[config.mk]
export PLATFORM = sky130hd
export DESIGN_NAME = fetch_stage
export DESIGN_NICKNAME = d
export VERILOG_FILES = /design/src/rtl/fetch_stage.sv
export SDC_FILE = /design/constraint.sdc
export NUM_CORES = 1
export LEC_CHECK = 0
export ABC_AREA = 1
export BUFFER_PORTS_ARGS = -buffer_cell sky130_fd_sc_hd__buf_2
export CORE_UTILIZATION = 55
export CTS_BUF_LIST = sky130_fd_sc_hd__clkbuf_8
export CTS_CLUSTER_SIZE = 14
export DETAILED_ROUTE_END_ITERATION = 16
export PLACE_DENSITY = 0.87
export SYNTH_ARGS = -nofsm -noshare
export SYNTH_HDL_FRONTEND = slang
export SYNTH_SLANG_ARGS = --single-unit
[constraint.sdc]
create_clock -name clk -period 2.3 [get_ports clk]
set_input_delay 0.345 -clock clk [delete_from_list [all_inputs] [get_ports clk]]
set_output_delay 0.345 -clock clk [all_outputs]
set_load 0.1 [all_outputs]
[src/rtl/fetch_stage.sv]
// Instruction-fetch stage: boots the PC from imem words 0/1, fetches one- and two-word
// instructions, applies redirects/stalls/clears and loads the IF/ID register.
module fetch_stage #(
    parameter int          IMEM_AW   = 20,
    parameter logic [15:0] NOP_INSTR = 16'h4000
) (
    input  logic               clk,
    input  logic               reset,
    output logic [IMEM_AW-1:0] imem_addr,
    input  logic [15:0]        imem_rdata,
    input  logic               pc_write,
    input  logic               clear_instruction,
    input  logic               jump_taken,
    input  logic [31:0]        jump_target,
    input  logic               pc_choose_memory,
    input  logic [31:0]        mem_pc,
    output logic [15:0]        if_instruction,
    output logic [15:0]        if_immediate,
    output logic [31:0]        if_pc,
    output logic [31:0]        if_pc_next,
    output logic               if_valid
);

    typedef enum logic [1:0] {BOOT_HI, BOOT_LO, RUN, IMM} state_t;

    typedef struct packed {
        logic [15:0] instr;
        logic [15:0] imm;
        logic [31:0] pc;
        logic [31:0] pc_next;
        logic        valid;
    } ifid_t;

    localparam ifid_t BUBBLE = '{instr: NOP_INSTR, imm: 16'h0, pc: 32'h0, pc_next: 32'h0, valid: 1'b0};

    state_t      state, state_n;
    logic [31:0] pc, pc_n, pc_inc;
    logic [15:0] boot_hi, boot_hi_n;
    logic [15:0] hold_instr, hold_instr_n;
    logic [31:0] hold_pc, hold_pc_n;
    ifid_t       ifid, ifid_n;
    logic        two_word;

    assign pc_inc   = pc + 32'd1;
    assign two_word = (imem_rdata[15:11] == 5'b10001) ||
                      (imem_rdata[15:11] == 5'b10100) ||
                      (imem_rdata[15:11] == 5'b10101);

    always_comb begin
        case (state)
            BOOT_HI: imem_addr = '0;
            BOOT_LO: imem_addr = IMEM_AW'(1);
            default: imem_addr = pc[IMEM_AW-1:0];
        endcase
    end

    always_comb begin
        state_n      = state;
        pc_n         = pc;
        boot_hi_n    = boot_hi;
        hold_instr_n = hold_instr;
        hold_pc_n    = hold_pc;
        ifid_n       = ifid;
        case (state)
            BOOT_HI: begin
                boot_hi_n = imem_rdata;
                ifid_n    = BUBBLE;
                state_n   = BOOT_LO;
            end
            BOOT_LO: begin
                pc_n    = {boot_hi, imem_rdata};
                ifid_n  = BUBBLE;
                state_n = RUN;
            end
            default: begin
                // Redirects beat a stall; any half-assembled two-word op is dropped.
                if (pc_choose_memory || jump_taken) begin
                    pc_n         = pc_choose_memory ? mem_pc : jump_target;
                    ifid_n       = BUBBLE;
                    hold_instr_n = '0;
                    hold_pc_n    = '0;
                    state_n      = RUN;
                end else if (pc_write) begin
                    pc_n = pc_inc;
                    if (state == IMM) begin
                        ifid_n  = '{instr: hold_instr, imm: imem_rdata, pc: hold_pc,
                                    pc_next: pc_inc, valid: 1'b1};
                        state_n = RUN;
                    end else if (two_word) begin
                        hold_instr_n = imem_rdata;
                        hold_pc_n    = pc;
                        ifid_n       = BUBBLE;
                        state_n      = IMM;
                    end else begin
                        ifid_n = '{instr: imem_rdata, imm: 16'h0, pc: pc,
                                   pc_next: pc_inc, valid: 1'b1};
                    end
                    // Clear only squashes the IF/ID load; PC and FSM still advance.
                    if (clear_instruction)
                        ifid_n = BUBBLE;
                end
            end
        endcase
    end

    always_ff @(posedge clk) begin
        if (!reset) begin
            state      <= BOOT_HI;
            pc         <= '0;
            boot_hi    <= '0;
            hold_instr <= '0;
            hold_pc    <= '0;
            ifid       <= BUBBLE;
        end else begin
            state      <= state_n;
            pc         <= pc_n;
            boot_hi    <= boot_hi_n;
            hold_instr <= hold_instr_n;
            hold_pc    <= hold_pc_n;
            ifid       <= ifid_n;
        end
    end

    assign if_instruction = ifid.instr;
    assign if_immediate   = ifid.imm;
    assign if_pc          = ifid.pc;
    assign if_pc_next     = ifid.pc_next;
    assign if_valid       = ifid.valid;

endmodule

==> impl_metrics.toml <==
[routing]
met3_wirelength_um = 3350
viasPerCell = 5.71
drt_iter0_drc = 1027
wire_per_inst_um = 17.9
firstDrtPassIters = 5
wl_met2_um = 14100
wirelength_um = 32800
drc = 0
top_layer = "met4"
wl_met1_um = 14400
postRouteAntennaNets = 0
dr_total_vias = 10456

[critical_path]
critPathLaunch = "pc[1]"
path_class = "reg -> reg"
critical_path_required_ns = 2.68
r2r_cells = 8
timing.rr.end = "if_pc_next[12]"
rrSetupSlack_ns = 0.14
end_kind = "register"
cp-start-kind = "register"
timing.rr.start = "pc[1]"
path_max_fanout = 6
cp_data_arrival_time_ns = 2.54

[timing]
tightest_slew_ns = 0.868
rsz0062_at_grt = "no"
hold_viol_final = 0
fmax_mhz = 462
slew_viol_final = 0
finClkSkew_ns = 0.0246
finalCritPeriodShare = 0.941
totalNegativeSetupSlack_ns = 0
maxSlewHeadroom = 0.421
final.min_clock_period_ns = 2.16
setup_viol = 0

[finish]
antennaDiodeCount = 0
instances_no_fill = 1830
drive_gt1_frac = 0.183
area_growth_pct = 17.6
fill_cells = 1526
fin_nets = 1684
final_common_cell = "nand2_1"
final_cell_mix = "nand2_1, nor2_1, buf_2"

[synth]
syn_area_per_cell_um2 = 6.54
synth_cells = 1429
synth-main-ff-cell = "dfxtp_1"
syn_area_um2 = 9350
synth_edf_count = 0
synth.distinct_cells = 29
synth_area_leaders = "dfxtp_1, nand2_1, nor2_1"
ys_ff_latch = 195
async_reset_ff_frac = 0
synth_top_cell_area_share = 0.417
yosysTopAreaCell = "dfxtp_1"
syn_nets = 1516
ys_warn_count = 0
ys_seq_area_frac = 0.417

[clock_tree]
post_cts_buffers = 0
clock-root-buffer = "clkbuf_8"
cts-resized-gates = 0
clock-sinks = 195
cts_tree = "done"
cts_max_level = 4
ctsHoldBuffers = 0
clockBufferDepth = 2
clkTransAtPathRegs_ns = 0.11
cts_made_buffers = 17
clock_latency_ns = 0.48

[floorplan]
core_area_um2 = 16600
die_area_um2 = 17500
start_util = 0.564
die_w_um = 132
fp.dieH_um = 132
io_pins = 203
rows = 47

[placement]
dp.cells = 1798
place.gp.congestion = 0.979
port_buffers = 202
place_hpwl_um = 23600

[power]
p_comb_frac = 0.229
switching_share = 0.370
switching_power_mw = 2.89
irDropWorstVdd_v = 0.000391
leakagePower_nw = 4.59
clockPowerShare = 0.279
seq_power_share = 0.492
powerDensity_nw_per_um2 = 712
internal-power_mw = 4.94
finalPower_mw = 7.83

[run_status]
status = "completed"

[run]
drv_cap = 0

[grt]
grt_util_all_layers = 0.374
grt_start_max_net_pins = 96
grt_first_pass_wirelength_um = 50900
grt_pass1_vias = 9261
antenna_found_initial = 1
overflow = 0

[min_path]
hold_path.class = "in -> reg"
holdPathEnd = "if_immediate[12]"
hold_depth = 3
hp-start = "imem_rdata[12]"
## worst max path at each step
stage                           endpoint  cells after the start
after floorplan             imem_addr[0]                      4
after global placement    if_pc_next[12]                      8
after detailed placement  if_pc_next[12]                      8
after CTS                 if_pc_next[12]                      8
after global routing      if_pc_next[12]                      8
final                     if_pc_next[12]                      8
## power groups by stage
stage	Sequential, mW	Clock (mW)	Combinational (mW)
2_1_floorplan	3.84	0	1.15
3_3_place_gp	3.91	0	1.74
3_5_place_dp	3.91	0	1.75
4_1_cts	3.84	2.20	1.76
5_1_grt	3.87	2.31	1.95
6_report	3.85	2.19	1.79
## sequential cells by signal (all words and copies together), names as in the netlist
name	flops
if_valid	1
state	2
if_pc_next	32
if_immediate	16
boot_hi	16
pc	32
if_instruction	16
if_pc	32
hold_instr	16
hold_pc	32
## Yosys cell counts, types with 13 or more instances
cell / n
a21oi_1: 137
a31oi_1: 50
buf_2: 29
clkbuf_1: 50
dfxtp_1: 195
inv_1: 111
nand2_1: 383
nand3_1: 110
nor2_1: 203
o21ai_0: 81
o21ai_1: 13
o22ai_1: 13
## routing by layer
metal,vias to the layer above,track usage
met5,-,0
met4,0,0.132
met3,65,0.0465
met2,648,0.547
met1,4793,0.562
li1,4950,-
## worst max-delay path, cell delays in order (launching register included)
cell and delay, ns:
dfxtp_1 0.45, ha_1 0.24, nand2_1 0.07, nor2_1 0.22, nand2_1 0.18, nor2_1 0.39
xor2_1 0.23, nor2_1 0.10, o21a_1 0.19
## area by class of cell
class	instances	area, um2	share of cell area
Clock inverter	15	143	0.0130
Clock buffer	17	234	0.0213
Timing Repair Buffer	241	1390	0.127
Tap cell	220	275	0.0250
Sequential cell	195	3900	0.355
Inverter	120	450	0.0410
Multi-Input combinational cell	1022	4590	0.418
## stage by stage
step,cell area (um2),util,setup WS [ns],hold slack [ns]
floorplan,9360,-,0.339,0.414
global placement,10600,0.640,0.291,0.427
detailed placement,10600,0.640,0.220,0.437
CTS,11000,0.663,0.165,0.122
global route,11000,0.663,0.0615,0.128
finish,11000,0.663,0.136,0.129
## logic make-up after synthesis
family	count (synthesis)	synth area share
AOI/OAI and AO/OA	305	0.176
xor gates and xnor gates	10	0.00937
adders and majority gates	1	0.00134
buffers and inverters	212	0.0926
DFF	195	0.417
and+or+nand+nor	706	0.303
(Power assumes the default switching activity.)
